--- config.mk ---
export PLATFORM = sky130hd
export DESIGN_NAME = pipeline_hazard_ctrl_flat
export DESIGN_NICKNAME = d
export VERILOG_FILES = /design/src/rtl/pipeline_hazard_ctrl_if.sv /design/src/rtl/pipeline_hazard_ctrl.sv /design/src/flat_wrapper.sv
export SDC_FILE = /design/constraint.sdc
export NUM_CORES = 1
export LEC_CHECK = 0
export BUFFER_PORTS_ARGS = -buffer_cell sky130_fd_sc_hd__buf_2
export CAP_MARGIN = 20
export CORE_MARGIN = 2
export CORE_UTILIZATION = 43
export CTS_CLUSTER_SIZE = 12
export DETAILED_ROUTE_END_ITERATION = 8
export PLACE_DENSITY = 0.85
export SYNTH_ARGS = -nofsm -noshare
export SYNTH_HDL_FRONTEND = slang
export SYNTH_SLANG_ARGS = --single-unit
--- constraint.sdc ---
create_clock -name clk -period 4 [get_ports clk]
set_clock_uncertainty 0.1 [all_clocks]
set_input_delay 0.6 -clock clk [delete_from_list [all_inputs] [get_ports clk]]
set_output_delay 0.6 -clock clk [all_outputs]
set_load 0.02 [all_outputs]
--- src/rtl/pipeline_hazard_ctrl_if.sv ---
// Hazard-control bundle between the 5-stage core datapath and
// pipeline_hazard_ctrl.
//   master : datapath side. It drives the register ids and the stage
//            status, and receives the stall/flush/forward controls.
//   slave  : controller side, with the opposite directions.
// Optional macro PERF_CNT_EN adds the stall_cycles, flush_cycles and
// wait_cycles counters, each CNT_W bits wide.
interface pipeline_hazard_ctrl_if
`ifdef PERF_CNT_EN
  #(parameter int CNT_W = 32)
`endif
  ;
  logic [4:0] Rs1D, Rs2D, Rs1E, Rs2E, RdE, RdM, RdW;
  logic [1:0] ResultSrcE;
  logic       RegWriteM, RegWriteW, PCSrcE, dmem_req, dmem_ready;
  logic       StallF, StallD, StallE, StallM, FlushD, FlushE;
  logic [1:0] ForwardAE, ForwardBE;
  logic       mem_timeout;
`ifdef PERF_CNT_EN
  logic [CNT_W-1:0] stall_cycles, flush_cycles, wait_cycles;
`endif

  modport master (
    output Rs1D, Rs2D, Rs1E, Rs2E, RdE, RdM, RdW, ResultSrcE,
           RegWriteM, RegWriteW, PCSrcE, dmem_req, dmem_ready,
    input  StallF, StallD, StallE, StallM, FlushD, FlushE,
           ForwardAE, ForwardBE, mem_timeout
`ifdef PERF_CNT_EN
    , input stall_cycles, flush_cycles, wait_cycles
`endif
  );

  modport slave (
    input  Rs1D, Rs2D, Rs1E, Rs2E, RdE, RdM, RdW, ResultSrcE,
           RegWriteM, RegWriteW, PCSrcE, dmem_req, dmem_ready,
    output StallF, StallD, StallE, StallM, FlushD, FlushE,
           ForwardAE, ForwardBE, mem_timeout
`ifdef PERF_CNT_EN
    , output stall_cycles, flush_cycles, wait_cycles
`endif
  );
endinterface

--- src/rtl/pipeline_hazard_ctrl.sv ---
// Hazard controller for the 5-stage core.
//
// Function:
//   - Drives the stall and flush enables of the F, F->D, D->E and E->M
//     pipeline registers.
//   - Generates the ALU operand forwarding selects.
//   - Resolves load-use, taken-branch and data-memory-wait hazards.
//
// Ports:
//   clk : core clock.
//   rst : synchronous reset, active high.
//   hz  : slave side of pipeline_hazard_ctrl_if.
//
// Optional macro PERF_CNT_EN adds the stall, flush and wait-cycle
// performance counters. Their width is set by parameter CNT_W.
module pipeline_hazard_ctrl #(
  parameter int WAIT_MAX = 15
`ifdef PERF_CNT_EN
  , parameter int CNT_W  = 32
`endif
) (
  input logic                  clk,
  input logic                  rst,
  pipeline_hazard_ctrl_if.slave hz
);
  // The counter must be able to hold WAIT_MAX+1, where it saturates.
  localparam int WCW = $clog2(WAIT_MAX + 2);

  typedef enum logic {RUN, MEM_WAIT} state_e;

  state_e         state_q, state_d;
  logic           pend_flush_q, pend_flush_d;
  logic [WCW-1:0] wait_cnt_q, wait_cnt_d;
  logic           mem_timeout_q, mem_timeout_d;
  logic           lw_stall, mem_wait;

  // The Memory stage has priority over Writeback because it holds the
  // younger result. Register x0 is never forwarded.
  function automatic logic [1:0] fwd_sel(input logic [4:0] rs,
                                         input logic wm, input logic [4:0] rdm,
                                         input logic ww, input logic [4:0] rdw);
    if (wm && rdm != 5'd0 && rdm == rs)      return 2'b10;
    else if (ww && rdw != 5'd0 && rdw == rs) return 2'b01;
    else                                     return 2'b00;
  endfunction

  assign lw_stall = (hz.ResultSrcE == 2'b01) && (hz.RdE != 5'd0) &&
                    ((hz.RdE == hz.Rs1D) || (hz.RdE == hz.Rs2D));
  assign mem_wait = hz.dmem_req && !hz.dmem_ready;

  always_comb begin
    state_d       = state_q;
    pend_flush_d  = pend_flush_q;
    wait_cnt_d    = wait_cnt_q;
    mem_timeout_d = mem_timeout_q;
    hz.StallF     = 1'b0;
    hz.StallD     = 1'b0;
    hz.StallE     = 1'b0;
    hz.StallM     = 1'b0;
    hz.FlushD     = 1'b0;
    hz.FlushE     = 1'b0;
    hz.ForwardAE  = fwd_sel(hz.Rs1E, hz.RegWriteM, hz.RdM, hz.RegWriteW, hz.RdW);
    hz.ForwardBE  = fwd_sel(hz.Rs2E, hz.RegWriteM, hz.RdM, hz.RegWriteW, hz.RdW);
    if (rst) begin
      hz.FlushD    = 1'b1;
      hz.FlushE    = 1'b1;
      hz.ForwardAE = 2'b00;
      hz.ForwardBE = 2'b00;
    end else begin
      unique case (state_q)
        RUN: begin
          // A memory wait freezes the whole pipe. A branch resolved in the
          // same cycle is remembered and flushed once the wait ends.
          if (mem_wait) begin
            {hz.StallF, hz.StallD, hz.StallE, hz.StallM} = 4'b1111;
            pend_flush_d = hz.PCSrcE;
            wait_cnt_d   = WCW'(1);
            state_d      = MEM_WAIT;
          end else if (hz.PCSrcE) begin
            hz.FlushD = 1'b1;
            hz.FlushE = 1'b1;
          end else if (lw_stall) begin
            hz.StallF = 1'b1;
            hz.StallD = 1'b1;
            hz.FlushE = 1'b1;
          end
        end
        MEM_WAIT: begin
          if (hz.dmem_ready) begin
            state_d      = RUN;
            wait_cnt_d   = '0;
            pend_flush_d = 1'b0;
            if (pend_flush_q || hz.PCSrcE) begin
              hz.FlushD = 1'b1;
              hz.FlushE = 1'b1;
            end
          end else begin
            {hz.StallF, hz.StallD, hz.StallE, hz.StallM} = 4'b1111;
            pend_flush_d = pend_flush_q | hz.PCSrcE;
            if (wait_cnt_q != WCW'(WAIT_MAX + 1)) wait_cnt_d = wait_cnt_q + WCW'(1);
            if (wait_cnt_q == WCW'(WAIT_MAX) && mem_wait) mem_timeout_d = 1'b1;
          end
        end
        default: state_d = RUN;
      endcase
    end
  end

  always_ff @(posedge clk) begin
    if (rst) begin
      state_q       <= RUN;
      pend_flush_q  <= 1'b0;
      wait_cnt_q    <= '0;
      mem_timeout_q <= 1'b0;
    end else begin
      state_q       <= state_d;
      pend_flush_q  <= pend_flush_d;
      wait_cnt_q    <= wait_cnt_d;
      mem_timeout_q <= mem_timeout_d;
    end
  end

  assign hz.mem_timeout = mem_timeout_q;

`ifdef PERF_CNT_EN
  logic [CNT_W-1:0] stall_cnt_q, stall_cnt_d;
  logic [CNT_W-1:0] flush_cnt_q, flush_cnt_d;
  logic [CNT_W-1:0] wait_cyc_q, wait_cyc_d;

  // The counters wrap naturally. FlushE during rst never reaches them
  // because the clear takes precedence.
  always_comb begin
    stall_cnt_d = stall_cnt_q + CNT_W'(hz.StallD);
    flush_cnt_d = flush_cnt_q + CNT_W'(hz.FlushE);
    wait_cyc_d  = wait_cyc_q + CNT_W'(state_q == MEM_WAIT);
  end

  always_ff @(posedge clk) begin
    if (rst) begin
      stall_cnt_q <= '0;
      flush_cnt_q <= '0;
      wait_cyc_q  <= '0;
    end else begin
      stall_cnt_q <= stall_cnt_d;
      flush_cnt_q <= flush_cnt_d;
      wait_cyc_q  <= wait_cyc_d;
    end
  end

  assign hz.stall_cycles = stall_cnt_q;
  assign hz.flush_cycles = flush_cnt_q;
  assign hz.wait_cycles  = wait_cyc_q;
`endif
endmodule

--- src/flat_wrapper.sv ---
// flat-port wrapper written by rule: the top's interface ports become plain ports
module pipeline_hazard_ctrl_flat 
#(
  parameter int WAIT_MAX = 15

)
  (clk, rst, hz_Rs1D, hz_Rs2D, hz_Rs1E, hz_Rs2E, hz_RdE, hz_RdM, hz_RdW, hz_ResultSrcE, hz_RegWriteM, hz_RegWriteW, hz_PCSrcE, hz_dmem_req, hz_dmem_ready, hz_StallF, hz_StallD, hz_StallE, hz_StallM, hz_FlushD, hz_FlushE, hz_ForwardAE, hz_ForwardBE, hz_mem_timeout);
  pipeline_hazard_ctrl_if hz_i ();
  input logic clk;
  input logic rst;
  input wire logic [$bits(hz_i.Rs1D)-1:0] hz_Rs1D;
  input wire logic [$bits(hz_i.Rs2D)-1:0] hz_Rs2D;
  input wire logic [$bits(hz_i.Rs1E)-1:0] hz_Rs1E;
  input wire logic [$bits(hz_i.Rs2E)-1:0] hz_Rs2E;
  input wire logic [$bits(hz_i.RdE)-1:0] hz_RdE;
  input wire logic [$bits(hz_i.RdM)-1:0] hz_RdM;
  input wire logic [$bits(hz_i.RdW)-1:0] hz_RdW;
  input wire logic [$bits(hz_i.ResultSrcE)-1:0] hz_ResultSrcE;
  input wire logic [$bits(hz_i.RegWriteM)-1:0] hz_RegWriteM;
  input wire logic [$bits(hz_i.RegWriteW)-1:0] hz_RegWriteW;
  input wire logic [$bits(hz_i.PCSrcE)-1:0] hz_PCSrcE;
  input wire logic [$bits(hz_i.dmem_req)-1:0] hz_dmem_req;
  input wire logic [$bits(hz_i.dmem_ready)-1:0] hz_dmem_ready;
  output wire logic [$bits(hz_i.StallF)-1:0] hz_StallF;
  output wire logic [$bits(hz_i.StallD)-1:0] hz_StallD;
  output wire logic [$bits(hz_i.StallE)-1:0] hz_StallE;
  output wire logic [$bits(hz_i.StallM)-1:0] hz_StallM;
  output wire logic [$bits(hz_i.FlushD)-1:0] hz_FlushD;
  output wire logic [$bits(hz_i.FlushE)-1:0] hz_FlushE;
  output wire logic [$bits(hz_i.ForwardAE)-1:0] hz_ForwardAE;
  output wire logic [$bits(hz_i.ForwardBE)-1:0] hz_ForwardBE;
  output wire logic [$bits(hz_i.mem_timeout)-1:0] hz_mem_timeout;
  assign hz_i.Rs1D = hz_Rs1D;
  assign hz_i.Rs2D = hz_Rs2D;
  assign hz_i.Rs1E = hz_Rs1E;
  assign hz_i.Rs2E = hz_Rs2E;
  assign hz_i.RdE = hz_RdE;
  assign hz_i.RdM = hz_RdM;
  assign hz_i.RdW = hz_RdW;
  assign hz_i.ResultSrcE = hz_ResultSrcE;
  assign hz_i.RegWriteM = hz_RegWriteM;
  assign hz_i.RegWriteW = hz_RegWriteW;
  assign hz_i.PCSrcE = hz_PCSrcE;
  assign hz_i.dmem_req = hz_dmem_req;
  assign hz_i.dmem_ready = hz_dmem_ready;
  assign hz_StallF = hz_i.StallF;
  assign hz_StallD = hz_i.StallD;
  assign hz_StallE = hz_i.StallE;
  assign hz_StallM = hz_i.StallM;
  assign hz_FlushD = hz_i.FlushD;
  assign hz_FlushE = hz_i.FlushE;
  assign hz_ForwardAE = hz_i.ForwardAE;
  assign hz_ForwardBE = hz_i.ForwardBE;
  assign hz_mem_timeout = hz_i.mem_timeout;
  pipeline_hazard_ctrl #(.WAIT_MAX(WAIT_MAX)) u_core (.clk(clk), .rst(rst), .hz(hz_i));
endmodule
# After elaboration in Yosys (flattened, before gate mapping)
# Cells that the tools add are included.
[word_totals] ff_bits=8 input_bits=44 output_inout_bits=11 wordCells=69
[classes] n_addsub=1 eq_ne=11 mux=32 bitwise=3 reduce_logical=18
[op_table] cell="equality test 5 bit" count=6
[op_table] cell="2-to-1 mux 1 bit" count=19
[op_table] cell="2-to-1 mux 5 bit" count=3
[op_table] cell="nonzero test 5 bit" count=3
[op_table] cell="logical AND 1 bit" count=10
[op_table] cell="one-hot mux 1 bit (2 select lines)" count=5
[op_table] cell="one-hot mux 5 bit (2 select lines)" count=1
[op_table] cell="2-to-1 mux 2 bit" count=4
[op_table] cell="adder 5 x 1 -> 5 bit, second input constant" count=1
[op_table] cell="equality test 5 x 4 -> 1 bit, second input constant" count=1
[op_table] cell="!= test 5 bit, second input constant" count=1
[op_table] cell="!= test 3 bit, second input constant" count=1
[op_table] cell="AND reduction 3 bit" count=1
[op_table] cell="equality test 2 x 1 -> 1 bit, second input constant" count=1
[op_table] cell="logical OR 1 bit" count=2
[op_table] cell="!= test 2 x 1 -> 1 bit, second input constant" count=1
[op_table] cell="NOT 1 bit" count=2
[op_table] cell="AND reduction 2 bit" count=1
[op_table] cell="logical NOT 1 bit" count=1
[op_table] cell="OR 1 bit" count=1

# Longest topological paths before layout
[depth] word_depth=8 ltp_mapped=6 ltp_nobuf=6

# Worst setup path before layout
# No wires, ideal clock.
[synth_timing] path_type="input to output" from="in hz_dmem_ready" to="out hz_StallF" arrival_time_ns=1.980 required_time_ns=3.300 slack_ns=1.320 path_stages=4 n_path_buf=2 cell_sequence="clkbuf_1 -> nor3_1 -> o21bai_1 -> buf_4"
[synth_via] elab_chain_len=5 word_cells_on_any_way=6 classes_between="4 x mux; 2 x reduce/logical"
[synth_lines] element="from (decl)" line_no="flat_wrapper.sv:23" source="input wire logic [$bits(hz_i.dmem_ready)-1:0] hz_dmem_ready;"
[synth_lines] element="logical NOT 1 bit" line_no="pipeline_hazard_ctrl.sv:49" source="assign mem_wait = hz.dmem_req && !hz.dmem_ready;"
[synth_lines] element="logical AND 1 bit" line_no="pipeline_hazard_ctrl.sv:49"
[synth_lines] element="2-to-1 mux 1 bit"
[synth_lines] element="one-hot mux 1 bit (2 select lines) (*)"
[synth_lines] element="2-to-1 mux 1 bit (*)"
[synth_lines] element="to (decl)" line_no="flat_wrapper.sv:24" source="output wire logic [$bits(hz_i.StallF)-1:0] hz_StallF;"
# Mark *: on every way between the ends. The rest lies on a longest branch, timed or not.

# Final worst setup path
[layout_timing] from="in hz_RdM[0]" to="out hz_ForwardAE[0]"
[layout_via] elab_chain_len=5 word_cells_on_any_way=6 classes_between="1 x eq/ne; 2 x mux; 3 x reduce/logical"
[layout_lines] element="from (decl)" line_no="flat_wrapper.sv:16" source="input wire logic [$bits(hz_i.RdM)-1:0] hz_RdM;"
[layout_lines] element="nonzero test 5 bit" line_no="pipeline_hazard_ctrl.sv:42" source="if (wm && rdm != 5'd0 && rdm == rs) return 2'b10;"
[layout_lines] element="logical AND 1 bit" line_no="pipeline_hazard_ctrl.sv:42"
[layout_lines] element="logical AND 1 bit (*)" line_no="pipeline_hazard_ctrl.sv:42"
[layout_lines] element="2-to-1 mux 2 bit (*)" line_no="pipeline_hazard_ctrl.sv:42"
[layout_lines] element="2-to-1 mux 2 bit (*)" line_no="pipeline_hazard_ctrl.sv:64" source="if (rst) begin"
[layout_lines] element="to (decl)" line_no="flat_wrapper.sv:30" source="output wire logic [$bits(hz_i.ForwardAE)-1:0] hz_ForwardAE;"
# Marks and branches as above.

==> impl_metrics.yaml <==
run_status:
  status: "finished clean"
detailed_routing:
  totalWireLength_um: 2480
  ant_nets: 0
  via_per_inst: 5.23
  dr.pass1.iters: 4
  drt-initial-drc-count: 8
  num_vias: 1025
  drc_errors: 0
  routedWlPerCell_um: 12.6
critical_path:
  critPathArrivalTime_ns: 2.02
  cp-start-kind: "input pin"
  regToRegEndpoint: "u_core.wait_cnt_q[3]"
  reg2reg_depth: 6
  reg2reg_slack_ns: 2.43
  cp-startpoint: "hz_RdM[0]"
  reg2reg_from: "u_core.wait_cnt_q[0]"
  criticalPathCategory: "input pin to output port"
  crit_required_ns: 3.30
  cp_max_fo: 4
  critPathCaptureType: "output port"
hold_path:
  hold_class: "register to register"
  worstHoldPathCells: 2
  hold_end: "u_core.hz.mem_timeout"
  hold_path_startpoint: "u_core.hz.mem_timeout"
floorplanning:
  die_area_um2: 2520
  ios: 55
  die_w_um: 50.2
  rows: 16
  die_height_um: 50.2
  core_um2: 1980
  start_util: 0.463
power_and_ir_drop:
  pwr-share-comb: 0.386
  p_sw_mw: 0.0801
  swShare: 0.334
  p_int_mw: 0.160
  p_seq_frac: 0.352
  clockPowerShare: 0.262
  p_per_area_nw_per_um2: 197
  p_leak_nw: 0.553
  peakVddDrop_v: 0.000144
cts:
  cts.hold.buffers_added: 0
  cts_max_path_buffers: 2
  clock_sinks: 8
  cts_buffers: 3
  clk_latency_ns: 0.26
  clockRootBuffer: "clkbuf_4"
  post_cts_resized: 0
  cts_tree: "built"
  clk_pin_slew_ns: 0.06
  post_cts_buffers: 0
  ctsHtreeMaxLevel: 1
logic_synthesis:
  yosysSeqAreaShare: 0.175
  synth_edf_count: 0
  ys_async_sr_fraction: 0
  synth_xor_area_frac: 0.306
  synthCells: 117
  synth_warnings: 0
  syn-num-nets: 164
  synth_top_family_by_area: "XOR/XNOR gates"
  synth_compound_area_frac: 0.160
  avgSynthCellArea_um2: 7.84
  synth_ff_type: "dfxtp_1"
  synthMuxAreaShare: 0
  synth_area_um2: 917
  yosys.area_share.simple: 0.270
  ys_types: 33
  ys_ff_latch: 8
  synth_fa_ha_area_frac: 0.0409
cells_and_area:
  antennaDiodeCount: 0
  stdcell_area_um2: 1220
  drive_gt1_frac: 0.355
  multiInputGateArea_um2: 712
  num-fill-cells: 187
  utilization: 0.614
  synthToLayoutAreaGrowth_pct: 32.7
  seq_area_um2: 160
  final_net_count: 218
global_route:
  antenna_found_initial: 0
  grt_pass1_vias: 1004
  grt_pass1_wl_um: 4060
  grt-ovfl-total: 0
  grt_max_degree: 13
  grtUsageTotal: 0.210
timing:
  rsz0062_at_grt: "no"
  layout_setup_ws_ns: 1.28
  fin_hold_ws_ns: 0.393
  worstMarginPinSlew_ns: 0.396
  finalHoldViolCount: 0
  setup_tns_ns: 0
  max-slew-margin-rel: 0.736
  setup_viol: 0
  drv_slew: 0
  post-route-period-util: 0.679
  fmax_ghz: 0.368
  min_period_ns: 2.72
placed_design:
  dpl_cell_area_um2: 1190
  dp_slack_ns: 1.28
  place.gp.congestion: 0.906
  dp_hpwl_um: 2110
  io_buffers: 54
run:
  drv_cap: 0
[synth_stat cells, types with 3 or more instances]
master | n | share of area
xor2_1 | 22 | 0.21
nor2_1 | 11 | 0.045
xnor2_1 | 10 | 0.095
dfxtp_1 | 8 | 0.17
nor3_1 | 6 | 0.033
inv_1 | 5 | 0.020
a21oi_1 | 4 | 0.022
nand3_1 | 4 | 0.022
nor2b_1 | 4 | 0.027
or4_1 | 4 | 0.033
clkbuf_1 | 3 | 0.012
ha_1 | 3 | 0.041
nand2_1 | 3 | 0.012
o21bai_1 | 3 | 0.025
[how the worst max path moves through the flow]
stage,cells after the start,slack [ns],to
after floorplan,4,1.32,hz_StallF
after global placement,6,1.30,hz_ForwardAE[0]
after detailed placement,6,1.28,hz_ForwardBE[0]
after CTS,6,1.28,hz_ForwardAE[0]
after global routing,6,1.15,hz_ForwardAE[0]
final,6,1.28,hz_ForwardAE[0]
[sequential cells by signal, summed over array words and instances, names as in the netlist]
register	flops
u_core.wait_cnt_q	5
u_core.pend_flush_q	1
u_core.state_q	1
u_core.hz.mem_timeout	1
[stage by stage]
stage	std cells	total power, mW
after floorplan	117	0.137
after global placement	193	0.174
after detailed placement	193	0.179
after CTS	196	0.242
after global routing	196	0.258
final	196	0.240
[layer usage]
metal	GRT usage	vias to the layer above	share of wire
met3	0.0476	5	0.060
met2	0.408	41	0.55
met4	0.0694	0	0.0093
met5	0	-	0
met1	0.215	457	0.38
li1	-	522	-
[critical path, stage by stage]
cell     delay [ns]
buf_2          0.13
or4_1          0.54
o21ai_2        0.19
nor3_1         0.09
nor4_2         0.26
buf_2          0.20
[cell families after synthesis]
group	after synthesis
AND/OR/NAND/NOR	43
XOR/XNOR	32
AO/OA/AOI/OAI	21
buffers and inverters	10
flip-flops	8
adder cells (fa/ha/maj)	3
[power groups by stage]
| stage | Combinational (mW) | Clock [mW] | Sequential [mW] |
|---|---|---|---|
| 2_1_floorplan | 0.0521 | 0 | 0.0845 |
| 3_3_place_gp | 0.0886 | 0 | 0.0857 |
| 3_5_place_dp | 0.0926 | 0 | 0.0860 |
| 4_1_cts | 0.0928 | 0.0647 | 0.0842 |
| 5_1_grt | 0.102 | 0.0716 | 0.0845 |
| 6_report | 0.0924 | 0.0629 | 0.0844 |
[cell usage in the layout, fill, tap and decap left out, drive strengths merged, types with 2 or more instances in the layout]
master and count:
inv 5, a21oi 4, nor4 4, ha 3, dfxtp 8, nand2 3
xor2 22, xnor2 10, and3 2, o21ai 4, nor2b 4, a31oi 2
o221ai 2, clkbuf 3, nand2b 2, nor2 11, buf 54, o21bai 3
nor3 6, or4 4, nand3 4
[area by class of cell]
class / count / share of cell area
Clock buffer: 3 / 0.0185
Inverter: 5 / 0.0154
Multi-Input combinational cell: 99 / 0.585
Sequential cell: 8 / 0.132
Tap cell: 27 / 0.0277
Timing Repair Buffer: 54 / 0.222
No activity file was read; power rests on OpenSTA's default activity.
